### src/rtl/forwarding_hazard_unit_pkg.sv
`default_nettype none
// ============================================================================
//  Module   : forwarding_hazard_unit_pkg
//  Brief    : Shared forward-select codes, FSM encodings and types for the
//             forwarding / load-use interlock unit.
//  Revision : 1.0  initial release
// ============================================================================
package forwarding_hazard_unit_pkg;

  // Forward select codes driven to the ALU operand muxes
  localparam logic [1:0] FWD_NONE  = 2'b00;
  localparam logic [1:0] FWD_MEMWB = 2'b01;
  localparam logic [1:0] FWD_EXMEM = 2'b10;

  // Interlock FSM encoding
  localparam logic [0:0] ST_IDLE = 1'b0;
  localparam logic [0:0] ST_HOLD = 1'b1;

  // Remaining-hold counter: LOAD_LAT <= 4 means at most 2 extra HOLD cycles
  localparam int HOLD_W = 2;

  typedef logic [1:0] fwd_sel_t;

endpackage : forwarding_hazard_unit_pkg
`default_nettype wire

### src/rtl/forwarding_hazard_unit_if.sv
`default_nettype none
// ============================================================================
//  Module   : forwarding_hazard_unit_if
//  Brief    : Pipeline-register side bundle of the forwarding / hazard unit.
//             master = pipeline datapath, slave = hazard unit.
//  Revision : 1.0  initial release
// ============================================================================
interface forwarding_hazard_unit_if #(
  parameter int NUM_SRC = 2,
  parameter int REG_AW  = 5,
  parameter int CNT_W   = 16
);
  logic [NUM_SRC*REG_AW-1:0] id_ex_rs;
  logic [NUM_SRC*REG_AW-1:0] if_id_rs;
  logic [NUM_SRC-1:0]        if_id_rs_used;
  logic                      id_ex_MemRead;
  logic [REG_AW-1:0]         id_ex_rd;
  logic                      ex_mem_RegWrite;
  logic [REG_AW-1:0]         ex_mem_rd;
  logic                      mem_wb_RegWrite;
  logic [REG_AW-1:0]         mem_wb_rd;
  logic                      flush;
  logic [2*NUM_SRC-1:0]      forward_sel;
  logic                      stall;
  logic                      bubble;
  logic [CNT_W-1:0]          stall_cnt;
  logic [CNT_W-1:0]          fwd_cnt;

  modport master (
    output id_ex_rs, if_id_rs, if_id_rs_used, id_ex_MemRead, id_ex_rd,
           ex_mem_RegWrite, ex_mem_rd, mem_wb_RegWrite, mem_wb_rd, flush,
    input  forward_sel, stall, bubble, stall_cnt, fwd_cnt
  );

  modport slave (
    input  id_ex_rs, if_id_rs, if_id_rs_used, id_ex_MemRead, id_ex_rd,
           ex_mem_RegWrite, ex_mem_rd, mem_wb_RegWrite, mem_wb_rd, flush,
    output forward_sel, stall, bubble, stall_cnt, fwd_cnt
  );
endinterface : forwarding_hazard_unit_if
`default_nettype wire

### src/rtl/forwarding_hazard_unit_fwd_src_sel.sv
`default_nettype none
// ============================================================================
//  Module   : fwd_src_sel
//  Brief    : Forward-select decode for a single ALU source operand.
//             EX/MEM result is newer than MEM/WB, so it wins; r0 never forwards.
//  Revision : 1.0  initial release
// ============================================================================
module fwd_src_sel
  import forwarding_hazard_unit_pkg::*;
#(
  parameter int REG_AW = 5
) (
  input  logic [REG_AW-1:0] rs_i,
  input  logic              ex_mem_wr_i,
  input  logic [REG_AW-1:0] ex_mem_rd_i,
  input  logic              mem_wb_wr_i,
  input  logic [REG_AW-1:0] mem_wb_rd_i,
  output fwd_sel_t          sel_o
);

  // Priority decode of the two producer stages against this operand
  always_comb begin
    sel_o = FWD_NONE;
    if (ex_mem_wr_i && (ex_mem_rd_i != '0) && (ex_mem_rd_i == rs_i)) begin
      sel_o = FWD_EXMEM;
    end else if (mem_wb_wr_i && (mem_wb_rd_i != '0) && (mem_wb_rd_i == rs_i)) begin
      sel_o = FWD_MEMWB;
    end
  end

endmodule : fwd_src_sel
`default_nettype wire

### src/rtl/forwarding_hazard_unit.sv
`default_nettype none
// ============================================================================
//  Module   : forwarding_hazard_unit
//  Brief    : Operand forwarding selects, load-use interlock FSM and saturating
//             stall / forward event counters for the 5-stage pipeline.
//  Revision : 1.0  initial release
// ============================================================================
module forwarding_hazard_unit
  import forwarding_hazard_unit_pkg::*;
#(
  parameter int NUM_SRC  = 2,
  parameter int REG_AW   = 5,
  parameter int LOAD_LAT = 1,
  parameter int CNT_W    = 16
) (
  input  logic                    clk,
  input  logic                    reset,
  forwarding_hazard_unit_if.slave bus
);

  // First stall cycle is spent in IDLE; HOLD covers the remaining LOAD_LAT-1
  localparam logic              MULTI_CYC = (LOAD_LAT > 1);
  localparam logic [HOLD_W-1:0] HOLD_INIT = (LOAD_LAT > 1) ? HOLD_W'(LOAD_LAT - 2) : '0;

  logic [2*NUM_SRC-1:0] sel_raw;
  logic                 hit;
  logic                 stall_w;
  logic [0:0]           state_q, state_d;
  logic [HOLD_W-1:0]    hold_q, hold_d;
  logic [CNT_W-1:0]     stall_cnt_q, stall_cnt_d;
  logic [CNT_W-1:0]     fwd_cnt_q, fwd_cnt_d;

  generate
    for (genvar gi = 0; gi < NUM_SRC; gi++) begin : g_src
      fwd_src_sel #(.REG_AW(REG_AW)) u_sel (
        .rs_i        (bus.id_ex_rs[gi*REG_AW +: REG_AW]),
        .ex_mem_wr_i (bus.ex_mem_RegWrite),
        .ex_mem_rd_i (bus.ex_mem_rd),
        .mem_wb_wr_i (bus.mem_wb_RegWrite),
        .mem_wb_rd_i (bus.mem_wb_rd),
        .sel_o       (sel_raw[2*gi +: 2])
      );
    end
  endgenerate

  // Selects are forced to NONE while reset is asserted
  assign bus.forward_sel = reset ? '0 : sel_raw;

  // Load-use hit: EX-stage load writes a register an ID operand actually reads
  always_comb begin
    hit = 1'b0;
    for (int i = 0; i < NUM_SRC; i++) begin
      if (bus.if_id_rs_used[i] && (bus.if_id_rs[i*REG_AW +: REG_AW] == bus.id_ex_rd)) begin
        hit = 1'b1;
      end
    end
    if (!bus.id_ex_MemRead || (bus.id_ex_rd == '0)) begin
      hit = 1'b0;
    end
  end

  // Interlock state register
  always_ff @(posedge clk or posedge reset) begin
    if (reset) begin
      state_q <= ST_IDLE;
      hold_q  <= '0;
    end else begin
      state_q <= state_d;
      hold_q  <= hold_d;
    end
  end

  // Interlock next-state: flush always returns to IDLE and beats a hit
  always_comb begin
    state_d = state_q;
    hold_d  = hold_q;
    if (bus.flush) begin
      state_d = ST_IDLE;
      hold_d  = '0;
    end else begin
      case (state_q)
        ST_IDLE: begin
          if (hit && MULTI_CYC) begin
            state_d = ST_HOLD;
            hold_d  = HOLD_INIT;
          end
        end
        ST_HOLD: begin
          if (hold_q == '0) begin
            state_d = ST_IDLE;
          end else begin
            hold_d = hold_q - 1'b1;
          end
        end
        default: begin
          state_d = ST_IDLE;
          hold_d  = '0;
        end
      endcase
    end
  end

  // Interlock outputs: gated by reset so they drop immediately on assertion
  always_comb begin
    stall_w = 1'b0;
    if (!reset && !bus.flush) begin
      case (state_q)
        ST_IDLE: stall_w = hit;
        ST_HOLD: stall_w = 1'b1;
        default: stall_w = 1'b0;
      endcase
    end
  end

  assign bus.stall  = stall_w;
  assign bus.bubble = stall_w;

  // Performance counter registers
  always_ff @(posedge clk or posedge reset) begin
    if (reset) begin
      stall_cnt_q <= '0;
      fwd_cnt_q   <= '0;
    end else begin
      stall_cnt_q <= stall_cnt_d;
      fwd_cnt_q   <= fwd_cnt_d;
    end
  end

  // Saturating increments; counters stick at all-ones
  always_comb begin
    stall_cnt_d = stall_cnt_q;
    fwd_cnt_d   = fwd_cnt_q;
    if (stall_w && (stall_cnt_q != '1)) begin
      stall_cnt_d = stall_cnt_q + 1'b1;
    end
    if ((|bus.forward_sel) && (fwd_cnt_q != '1)) begin
      fwd_cnt_d = fwd_cnt_q + 1'b1;
    end
  end

  assign bus.stall_cnt = stall_cnt_q;
  assign bus.fwd_cnt   = fwd_cnt_q;

endmodule : forwarding_hazard_unit
`default_nettype wire
### src/flat_wrapper.sv
// flat-port wrapper written by rule: the top's interface ports become plain ports
module forwarding_hazard_unit_flat import forwarding_hazard_unit_pkg::*;
#(
  parameter int NUM_SRC  = 2,
  parameter int REG_AW   = 5,
  parameter int LOAD_LAT = 1,
  parameter int CNT_W    = 16
)
  (clk, reset, bus_id_ex_rs, bus_if_id_rs, bus_if_id_rs_used, bus_id_ex_MemRead, bus_id_ex_rd, bus_ex_mem_RegWrite, bus_ex_mem_rd, bus_mem_wb_RegWrite, bus_mem_wb_rd, bus_flush, bus_forward_sel, bus_stall, bus_bubble, bus_stall_cnt, bus_fwd_cnt);
  forwarding_hazard_unit_if #(.NUM_SRC(NUM_SRC), .REG_AW(REG_AW), .CNT_W(CNT_W)) bus_i ();
  input  logic clk;
  input  logic reset;
  input wire logic [$bits(bus_i.id_ex_rs)-1:0] bus_id_ex_rs;
  input wire logic [$bits(bus_i.if_id_rs)-1:0] bus_if_id_rs;
  input wire logic [$bits(bus_i.if_id_rs_used)-1:0] bus_if_id_rs_used;
  input wire logic [$bits(bus_i.id_ex_MemRead)-1:0] bus_id_ex_MemRead;
  input wire logic [$bits(bus_i.id_ex_rd)-1:0] bus_id_ex_rd;
  input wire logic [$bits(bus_i.ex_mem_RegWrite)-1:0] bus_ex_mem_RegWrite;
  input wire logic [$bits(bus_i.ex_mem_rd)-1:0] bus_ex_mem_rd;
  input wire logic [$bits(bus_i.mem_wb_RegWrite)-1:0] bus_mem_wb_RegWrite;
  input wire logic [$bits(bus_i.mem_wb_rd)-1:0] bus_mem_wb_rd;
  input wire logic [$bits(bus_i.flush)-1:0] bus_flush;
  output wire logic [$bits(bus_i.forward_sel)-1:0] bus_forward_sel;
  output wire logic [$bits(bus_i.stall)-1:0] bus_stall;
  output wire logic [$bits(bus_i.bubble)-1:0] bus_bubble;
  output wire logic [$bits(bus_i.stall_cnt)-1:0] bus_stall_cnt;
  output wire logic [$bits(bus_i.fwd_cnt)-1:0] bus_fwd_cnt;
  assign bus_i.id_ex_rs = bus_id_ex_rs;
  assign bus_i.if_id_rs = bus_if_id_rs;
  assign bus_i.if_id_rs_used = bus_if_id_rs_used;
  assign bus_i.id_ex_MemRead = bus_id_ex_MemRead;
  assign bus_i.id_ex_rd = bus_id_ex_rd;
  assign bus_i.ex_mem_RegWrite = bus_ex_mem_RegWrite;
  assign bus_i.ex_mem_rd = bus_ex_mem_rd;
  assign bus_i.mem_wb_RegWrite = bus_mem_wb_RegWrite;
  assign bus_i.mem_wb_rd = bus_mem_wb_rd;
  assign bus_i.flush = bus_flush;
  assign bus_forward_sel = bus_i.forward_sel;
  assign bus_stall = bus_i.stall;
  assign bus_bubble = bus_i.bubble;
  assign bus_stall_cnt = bus_i.stall_cnt;
  assign bus_fwd_cnt = bus_i.fwd_cnt;
  forwarding_hazard_unit #(.NUM_SRC(NUM_SRC), .REG_AW(REG_AW), .LOAD_LAT(LOAD_LAT), .CNT_W(CNT_W)) u_core (.clk(clk), .reset(reset), .bus(bus_i));
endmodule
### config.mk
export PLATFORM = sky130hd
export DESIGN_NAME = forwarding_hazard_unit_flat
export DESIGN_NICKNAME = d
export VERILOG_FILES = /design/src/rtl/forwarding_hazard_unit_pkg.sv /design/src/rtl/forwarding_hazard_unit_if.sv /design/src/rtl/forwarding_hazard_unit_fwd_src_sel.sv /design/src/rtl/forwarding_hazard_unit.sv /design/src/flat_wrapper.sv
export SDC_FILE = /design/constraint.sdc
export NUM_CORES = 1
export LEC_CHECK = 0
export CORE_MARGIN = 5
export CORE_UTILIZATION = 35
export DETAILED_ROUTE_END_ITERATION = 16
export PLACE_DENSITY = 0.71
export SYNTH_ARGS = -nofsm -noshare
export SYNTH_HDL_FRONTEND = slang
export SYNTH_SLANG_ARGS = --single-unit
export TNS_END_PERCENT = 100
### constraint.sdc
create_clock -name clk -period 2.86 [get_ports clk]
set_input_delay 0.572 -clock clk [delete_from_list [all_inputs] [get_ports clk]]
set_output_delay 0.572 -clock clk [all_outputs]
set_load 0.03 [all_outputs]
; Yosys cells after proc, flatten, opt, wreduce, memory -nomap -nowiden
; Cells that the tools add are included.
[totals]
inputBits = 43
out_inout_bits = 38
wordCells = 55
ff_bits = 35
[op_classes]
add_sub_neg = 3
n_reduce_logical = 22
n_eq_ne = 9
n_bitwise = 1
mux = 16
[ops]
columns = operator, n
row1 = "adder 16 x 1 -> 16 bit, second input constant", 2
row2 = "inequality test 16 bit, second input constant", 2
row3 = == test 5 bit, 6
row4 = logical AND 1 bit, 11
row5 = two-way mux 2 bit, 5
row6 = nonzero test 5 bit, 2
row7 = two-way mux 1 bit, 9
row8 = logical NOT 5 bit, 1
row9 = two-way mux 4 bit, 1
row10 = OR reduction 4 bit, 1
row11 = logical NOT 1 bit, 3
row12 = logical NOT 2 bit, 1
row13 = "inequality test 2 bit, second input constant", 1
row14 = case mux 1 bit (2 select lines), 1
row15 = AND reduction 2 bit, 1
row16 = nonzero test 2 bit, 1
row17 = "subtractor 2 x 1 -> 2 bit, second input constant", 1
row18 = logical OR 1 bit, 1
row19 = NOT 1 bit, 1

; Logic depth before layout (Yosys ltp)
; Gate-level depths: netlist of run 1.
[logic_depth]
word_depth = 8
mapped_depth = 8
mapped_depth_nobuf = 8

; Hierarchy
; Synthesis of run 1 repeated with hierarchy kept, for this count alone.
[hier_totals]
hier_cells = 218
area_unflattened_um2 = 2150.8
[modules_own_cells]
columns = module, area_each_um2, instances, cells_each
row1 = forwarding_hazard_unit, 1848.0, 1, 178
row2 = fwd_src_sel, 151.4, 2, 20

; Least setup slack after synthesis of run 1
; Ideal clock, no wire load.
[synth_path]
path_kind = input port to flip-flop
startpoint = input bus_ex_mem_rd[0]
endpoint = register u_core.fwd_cnt_q[1] (netlist: u_core.bus.fwd_cnt[1])
path_slack_ns = 0.265
required_time_ns = 2.732
stages = 7
n_path_buf = 1
t_arrival_ns = 2.467
setup_ns = 0.128
path_cell_list = or4_1 nor2_1 or4_4 nor4b_4 o31ai_4 buf_6 mux2_1
[synth_between]
elab_chain_len = 7
elab_cells_between_ends = 11
cone_classes = eq/ne: 2 / mux: 3 / reduce/logical: 6
[synth_rtl]
columns = element, line_no
row1 = start: declaration, flat_wrapper.sv:19  ; input wire logic [$bits(bus_i.ex_mem_rd)-1:0] bus_ex_mem_rd;
row2 = nonzero test 5 bit, forwarding_hazard_unit_fwd_src_sel.sv:24  ; if (ex_mem_wr_i && (ex_mem_rd_i != '0) && (ex_mem_rd_i == rs_i)) begin
row3 = logical AND 1 bit, forwarding_hazard_unit_fwd_src_sel.sv:24
row4 = logical AND 1 bit (*), forwarding_hazard_unit_fwd_src_sel.sv:24
row5 = two-way mux 2 bit (*), forwarding_hazard_unit_fwd_src_sel.sv:24
row6 = two-way mux 4 bit (*), forwarding_hazard_unit.sv:47  ; assign bus.forward_sel = reset ? '0 : sel_raw;
row7 = via bus_forward_sel[0], flat_wrapper.sv:23  ; output wire logic [$bits(bus_i.forward_sel)-1:0] bus_forward_sel;
row8 = OR reduction 4 bit (*), forwarding_hazard_unit.sv:136  ; if ((|bus.forward_sel) && (fwd_cnt_q != '1)) begin
row9 = logical AND 1 bit (*), forwarding_hazard_unit.sv:136
row10 = end signal: assignment, forwarding_hazard_unit.sv:125  ; fwd_cnt_q <= fwd_cnt_d;
row11 = end: declaration, forwarding_hazard_unit.sv:31  ; logic [CNT_W-1:0] fwd_cnt_q, fwd_cnt_d;
; Mark *: on every way through the listed nets, which the timed path passes. The rest lies on a longest branch.
; A chain may end at the register's enable or synchronous reset.

; Final worst setup path of run 1
[layout_path]
startpoint = input bus_id_ex_rd[1]
endpoint = output bus_stall
[layout_between]
elab_chain_len = 7
elab_cells_between_ends = 11
cone_classes = eq/ne: 2 / mux: 5 / reduce/logical: 4
[layout_rtl]
columns = element, line_no
row1 = start: declaration, flat_wrapper.sv:17  ; input wire logic [$bits(bus_i.id_ex_rd)-1:0] bus_id_ex_rd;
row2 = == test 5 bit, forwarding_hazard_unit.sv:53  ; if (bus.if_id_rs_used[i] && (bus.if_id_rs[i*REG_AW +: REG_AW] == bus.id_ex_rd)) begin
row3 = logical AND 1 bit, forwarding_hazard_unit.sv:53
row4 = two-way mux 1 bit (2 in a row), forwarding_hazard_unit.sv:53
row5 = two-way mux 1 bit (*), forwarding_hazard_unit.sv:57  ; if (!bus.id_ex_MemRead || (bus.id_ex_rd == '0)) begin
row6 = case mux 1 bit (2 select lines) (*), forwarding_hazard_unit.sv:107  ; case (state_q)
row7 = two-way mux 1 bit (*), forwarding_hazard_unit.sv:106  ; if (!reset && !bus.flush) begin
row8 = end: declaration, flat_wrapper.sv:24  ; output wire logic [$bits(bus_i.stall)-1:0] bus_stall;
; Every way passes the cells marked *; elsewhere a longest branch is shown, timed or not.

==> metrics.yaml, run 1 <==
synth:
  yosysWarningCount: 0
  async_reset_ff_share_pct: 100
  synth_seq_cells: 35
  seq_area_frac_synth_pct: 40.4
  syn-cell-area_um2: 2170
  synth_flop_cell: "dfrtp_1"
  avgSynthCellArea_um2: 10.0
  netlist-cell-type-count: 37
  synthTopCellsByCount: "35 x dfrtp_1, 34 x xnor2_1, 25 x xor2_1, 16 x nor2_1, 15 x nand2_1"
  synth_top_area_share_pct: 40.4
  synth_fp_nets: 262
  yosysMostFrequentCell: "dfrtp_1"
  synth_area_leaders: "dfrtp_1 40%, xnor2_1 14%, xor2_1 10%, nand4_1 3.8%, nand3_1 2.8%"
  syn_inst: 216
  synth_edf_count: 0
  synth_largest_area_cell: "dfrtp_1"
run:
  drv_cap: 0
setup_path:
  critPathSlowestCell: "or4_1"
  critPathRequiredTime_ns: 2.29
  crit_path_start_kind: "input pin"
  cp_num_buf_inv: 2
  crit_chain: "clkdlybuf4s50_1 > or4_1 > o21a_1 > a21oi_2 > nor2_1 > buf_2"
  worstPathArrival_ns: 2.22
  critPathKind: "input pin to output port"
  path_max_fanout: 3
  cp_num_cells: 6
  critical-path-top-delay-family: "buffers and inverters"
  slowest_delay_ns: 0.56
  end_kind: "output port"
  rr_worst_depth: 7
hold_path:
  min_path_type: "flop to flop"
  holdPathStages: 1
cells_and_area:
  stdcell_count: 403
  fin_area_um2: 3360
  fin_nets: 374
  drive_above_1_share_pct: 18.6
  fillCellCount: 548
  areaGrowthSynthToFinish_pct: 54.9
  n_antenna_cell: 0
timing:
  finalCriticalPeriod_ns: 2.79
  period_share_pct: 97.5
  setup_tns_ns: 0
  worst_pin_slew_ns: 0.623
  slew_headroom_pct: 58.4
  hold_viol: 0
  slew_viol_final: 0
  fmax_mhz: 359
  holdWs_ns: 0.493
  setup_viol: 0
  skew_ns: 0.00948
  rsz0062_at_grt: "false"
global_routing:
  gr-total-overflow: 0
  gr-usage-all-layers_pct: 15.4
  use_met3_pct: 4.38
  top_usage_layer: "met2"
  use_met1_pct: 18.6
  antenna_found_initial: 0
  grt_util_met2_pct: 27.1
  grt_max_degree: 20
  grt_pass1_vias: 2100
  grt_first_pass_wirelength_um: 9600
routing:
  drc: 0
  drtIter0Drc: 40
  firstDrtPassIters: 4
  avgViaCountPerCell: 4.90
  wirelength_um: 5700
  ant_nets: 0
  wl_per_cell_um: 14.1
  vias: 1975
clocking:
  cts_tree: "done"
  clkSinkCount: 35
  cts_made_buffers: 5
  root_buffer: "clkbuf_8"
  insertion_delay_ns: 0.28
  clkTransAtPathRegs_ns: 0.07
  clk_path_buf_depth: 2
  h-tree-depth: 2
placed_design:
  placed_cells_incl_taps: 395
  dp_hpwl_um: 4630
  place_congestion: 0.867
  placed_cell_area_um2: 3230
  port_buffers: 80
floorplanning:
  initial_core_util_pct: 36.4
  die_w_um: 88.7
  row_count: 28
  core_area_um2: 5960
  fp.dieH_um: 88.7
  die_area_um2: 7870
  io_pins: 81
power:
  p_leak_uw: 0.00146
  vdd_drop_max_v: 0.000211
  finalPower_uw: 1240
  power_density_nw_per_um2: 369
status:
  status: "completed"
## layout make-up
type | count | area [um^2] | share of cell area (%)
Tap cell | 75 | 93.8 | 2.80
Multi-Input combinational cell | 169 | 1260 | 37.5
Clock buffer | 6 | 82.6 | 2.46
Sequential cell | 35 | 876 | 26.1
Timing Repair Buffer | 108 | 1010 | 30.0
Clock inverter | 1 | 5.00 | 0.149
Inverter | 9 | 33.8 | 1.01
## timing repair
action                     4_1_cts  5_1_grt
setup endpoints to repair        4        6
setup buffers                    1        0
pin swaps                        1        1
hold buffers                     0        0
gates resized for setup         15        9
cloned                           0        0
## cells by family (layout without fill, tap and decap cells)
family	after synthesis	after routing	share of synthesized area (%)
AND/OR/NAND/NOR	94	94	26.5
XOR/XNOR	59	59	23.8
flip-flops	35	35	40.4
buffers and inverters	12	124	2.60
AO/OA/AOI/OAI	11	11	3.87
adder cells (fa/ha/maj)	3	3	1.73
multiplexers	2	2	1.04
## state kept, by name, indices dropped and copies added (netlist names)
| signal | flops |
|---|---|
| u_core.hold_q | 2 |
| u_core.state_q | 1 |
| u_core.bus.fwd_cnt | 16 |
| u_core.bus.stall_cnt | 16 |
## routing by layer
metal  up-vias  wire length (um)
met5         -                 0
li1        971                 -
met1       948              2380
met4         0                40
met2        50              2910
met3         6               365
## report_power, final
part           switching [uW]  total [uW]  internal (uW)  leakage, uW
logic                     150         317            168     0.000936
registers                37.4         557            519     0.000474
clock network             177         366            189    0.0000470
## path summary, 6_finish.rpt
path	startpoint	to	slack, ns
worst max-delay path	bus_id_ex_rd[1]	bus_stall	0.07
worst min register to register	u_core.bus.fwd_cnt[5]	u_core.bus.fwd_cnt[5]	0.49
worst max register to register	u_core.bus.fwd_cnt[6]	u_core.bus.fwd_cnt[1]	0.59
max in group asynchronous	reset	u_core.bus.stall_cnt[11]	1.33
worst min-delay path	u_core.bus.fwd_cnt[5]	u_core.bus.fwd_cnt[5]	0.49
min in group asynchronous	reset	u_core.bus.fwd_cnt[14]	0.84
## placed cells by master, fill, tap and decap left out, drive strengths merged, types with 2 or more instances in the layout
| cell | instances |
|---|---|
| xor2 | 25 |
| inv | 9 |
| buf | 34 |
| nand3 | 12 |
| nor4 | 5 |
| a31oi | 2 |
| nand2 | 15 |
| clkdlybuf4s50 | 69 |
| a21oi | 4 |
| xnor2 | 34 |
| clkbuf | 6 |
| or3 | 3 |
| nand4 | 13 |
| or4 | 5 |
| ha | 3 |
| nor2b | 5 |
| dfrtp | 35 |
| and3 | 4 |
| nor2 | 17 |
| dlygate4sd2 | 2 |
| nor3 | 10 |
| mux2 | 2 |
| dlymetal6s2s | 3 |
## per-stage QoR
step | utilization [%] | setup slack, ns
after floorplan | - | 0.265
after global routing | 56.4 | 0.00659
after CTS | 55.8 | 0.00567
after global placement | 54.3 | -0.323
after detailed placement | 54.3 | -0.411
final | 56.4 | 0.0709
No activity file was read; power rests on OpenSTA's default activity.
==> run 2, diff against run 1 <==
--- a/config.mk
+++ b/config.mk
@@ -7,9 +7,11 @@
 export LEC_CHECK = 0
 export CORE_MARGIN = 5
 export CORE_UTILIZATION = 35
+export CTS_CLUSTER_DIAMETER = 100
 export DETAILED_ROUTE_END_ITERATION = 16
 export PLACE_DENSITY = 0.71
 export SYNTH_ARGS = -nofsm -noshare
 export SYNTH_HDL_FRONTEND = slang
+export SYNTH_HIERARCHICAL = 1
 export SYNTH_SLANG_ARGS = --single-unit
 export TNS_END_PERCENT = 100
==> run 2 against run 1 <==
  * Cell count decreased by 4.2%
  * Synthesized area decreased by 0.75%
  * Critical endpoint is now bus_forward_sel[1]
  * Critical path type unchanged
  * Utilization decreased by 2.6 points
  * Synthesized cell count increased by 0.93%
  * Global-route usage decreased by 1.2 points
  * Flip-flop and latch count unchanged
  * Total power increased by 10%
  * Critical path depth increased by 1
  * First-iteration DRC count increased by 93%
  * Sequential share of layout area increased by 1.2 points
  * Setup slack improved by 0.024 ns
  * Non-clock buffer count decreased by 20
==> metrics.yaml, run 2 <==
synth:
  yosysWarningCount: 6  # +6
  synth_area_leaders: "dfrtp_1 41%, xnor2_1 15%, xor2_1 6.5%, nand2_1 4.0%, nand3_1 3.7%"
  avgSynthCellArea_um2: 9.87  # -1.7%
  synth_top_area_share_pct: 40.7  # +0.31 points
  synth_largest_area_cell: "dfrtp_1"
  synthTopCellsByCount: "37 x xnor2_1, 35 x dfrtp_1, 23 x nand2_1, 16 x nand3_1, 16 x xor2_1"
  synth_seq_cells: 35  # unchanged
  netlist-cell-type-count: 37  # unchanged
  yosysMostFrequentCell: "xnor2_1"
  syn_inst: 218  # +0.93%
  syn-cell-area_um2: 2150  # -0.75%
  synth_edf_count: 0  # unchanged
  seq_area_frac_synth_pct: 40.7  # +0.31 points
  synth_fp_nets: 264  # +0.76%
  synth_flop_cell: "dfrtp_1"
  async_reset_ff_share_pct: 100  # unchanged
setup_path:
  path_max_fanout: 4  # +1
  end_kind: "output port"
  critPathRequiredTime_ns: 2.29  # about the same
  worstPathArrival_ns: 2.19  # -0.03 ns
  crit_path_start_kind: "input pin"
  critPathKind: "input pin to output port"
clocking:
  clkTransAtPathRegs_ns: 0.07  # about the same
  root_buffer: "clkbuf_8"
  clkSinkCount: 35  # unchanged
  cts_made_buffers: 5  # unchanged
  insertion_delay_ns: 0.28  # about the same
  cts_tree: "done"
  clk_path_buf_depth: 2  # unchanged
  post_cts.repair.setup_buffers: 0  # -1
  h-tree-depth: 2  # unchanged
global_routing:
  gr-total-overflow: 0  # unchanged
  antenna_found_initial: 0  # unchanged
  gr-usage-all-layers_pct: 14.1  # -1.2 points
  grt_pass1_vias: 1896  # -9.7%
  grt_max_degree: 36  # +80%
  grt_first_pass_wirelength_um: 8850  # -7.9%
timing:
  setup_viol: 0  # unchanged
  finalCriticalPeriod_ns: 2.77  # -0.0237 ns
  period_share_pct: 96.7  # -0.83 points
  skew_ns: 0.00728  # -0.00220 ns
  hold_viol: 0  # unchanged
  fmax_mhz: 362  # +0.86%
  holdWs_ns: 0.504  # +0.0101 ns
  slew_viol_final: 0  # unchanged
  setup_tns_ns: 0  # unchanged
  rsz0062_at_grt: "false"
  worst_pin_slew_ns: 0.457  # -0.166 ns
  slew_headroom_pct: 69.6  # +11 points
routing:
  wl_per_cell_um: 14.0  # -0.95%
  vias: 1891  # -4.3%
  ant_nets: 0  # unchanged
  drtIter0Drc: 77  # +93%
  firstDrtPassIters: 6  # +2
  wirelength_um: 5410  # -5.1%
  drc: 0  # unchanged
  avgViaCountPerCell: 4.90  # about the same
floorplanning:
  io_pins: 81  # unchanged
  fp.dieH_um: 88.4  # -0.33%
  core_area_um2: 5960  # unchanged
  row_count: 28  # unchanged
  die_area_um2: 7810  # -0.66%
  initial_core_util_pct: 36.1  # -0.27 points
  die_w_um: 88.4  # -0.33%
placed_design:
  dp_hpwl_um: 4250  # -8.0%
  place_congestion: 0.828  # -4.5%
  port_buffers: 80  # unchanged
power:
  vdd_drop_max_v: 0.000417  # +97%
  p_leak_uw: 0.00131  # -10%
  power_density_nw_per_um2: 427  # +15%
status:
  status: "completed"
run:
  drv_cap: 0  # unchanged
hold_path:
  min_path_type: "flop to flop"
cells_and_area:
  most-common-layout-cells: "73 x clkdlybuf4s50_1, 37 x xnor2_1, 35 x dfrtp_1"
  fillCellCount: 556  # +1.5%
  fin_nets: 356  # -4.8%
  n_antenna_cell: 0  # unchanged
  drive_above_1_share_pct: 12.2  # -6.4 points
  fin_util_pct: 53.8  # -2.6 points
  layout_commonest_cell: "clkdlybuf4s50_1"
  areaGrowthSynthToFinish_pct: 49.0
-- run 2: final timing paths --
check / depth (start not counted) / slack, ns / startpoint / to
min in group asynchronous: 3 / 0.88 / reset / u_core/hold_q[1]
setup reg to reg: 6 / 0.82 / u_core/bus.stall_cnt[0] / u_core/bus.stall_cnt[1]
hold reg to reg: 1 / 0.50 / u_core/bus.fwd_cnt[10] / u_core/bus.fwd_cnt[10]
hold / removal: 1 / 0.50 / u_core/bus.fwd_cnt[10] / u_core/bus.fwd_cnt[10]
max in group asynchronous: 3 / 1.65 / reset / u_core/bus.stall_cnt[13]
setup / recovery: 7 / 0.09 / bus_ex_mem_rd[2] / bus_forward_sel[1]
-- run 2: area by class of cell --
| type | count | area (um^2) | share of cell area, % |
|---|---|---|---|
| timing repair buffer | 88 | 848 | 26.5 |
| inverter | 8 | 30.0 | 0.937 |
| sequential | 35 | 876 | 27.3 |
| clock inverter | 3 | 67.6 | 2.11 |
| tap | 75 | 93.8 | 2.93 |
| multi-input combinational | 172 | 1220 | 38.1 |
| clock buffer | 5 | 68.8 | 2.15 |
-- run 2: worst max-delay path, stage by stage --
cell and delay, ns:
clkdlybuf4s50_1 0.61, xnor2_1 0.16, nand3_1 0.14, a211oi_2 0.25, buf_4 0.16, nor2b_1 0.12
buf_4 0.18
-- run 2: stage by stage --
step           power [uW]  worst slack, ns  instances  cell area (um^2)
2_1_floorplan         695            0.296        218              2150
3_5_place_dp          847          -0.0795        378              3060
6_report             1370           0.0947        386              3200
4_1_cts              1380           0.0737        386              3200
3_3_place_gp          844           0.0198        378              3060
5_1_grt              1440          0.00226        386              3200
-- run 2: report_power, final --
part / internal, uW / switching, uW / total, uW
Combinational: 144 / 143 / 287
Sequential: 518 / 31.9 / 549
Clock: 348 / 183 / 531
Total: 1010 / 357 / 1370
-- run 2: what timing repair did --
item | CTS | global route
endpoints found under the hold margin | 0 | 0
endpoints found under the setup margin | 0 | 5
gates resized for setup | 0 | 2
hold buffers | 0 | 0
-- run 2: cells by family (layout without fill, tap and decap cells) --
kind of cell               after synthesis  after routing  share of synthesized area [%]
AOI/OAI and AO/OA                       17             17                           7.27
xor gates and xnor gates                53             53                           21.6
adders and majority gates                3              3                           1.75
buffers and inverters                   11            104                           2.68
DFF                                     35             35                           40.7
muxes                                    3              3                           1.57
and+or+nand+nor                         96             96                           24.4
-- run 2: routing by layer --
metal	part of all wire, %	up-vias	GRT usage [%]
met5	0	-	0
met4	0.31	0	2.47
met3	7.1	2	4.00
met2	47	54	23.8
met1	45	894	18.4
li1	-	941	-
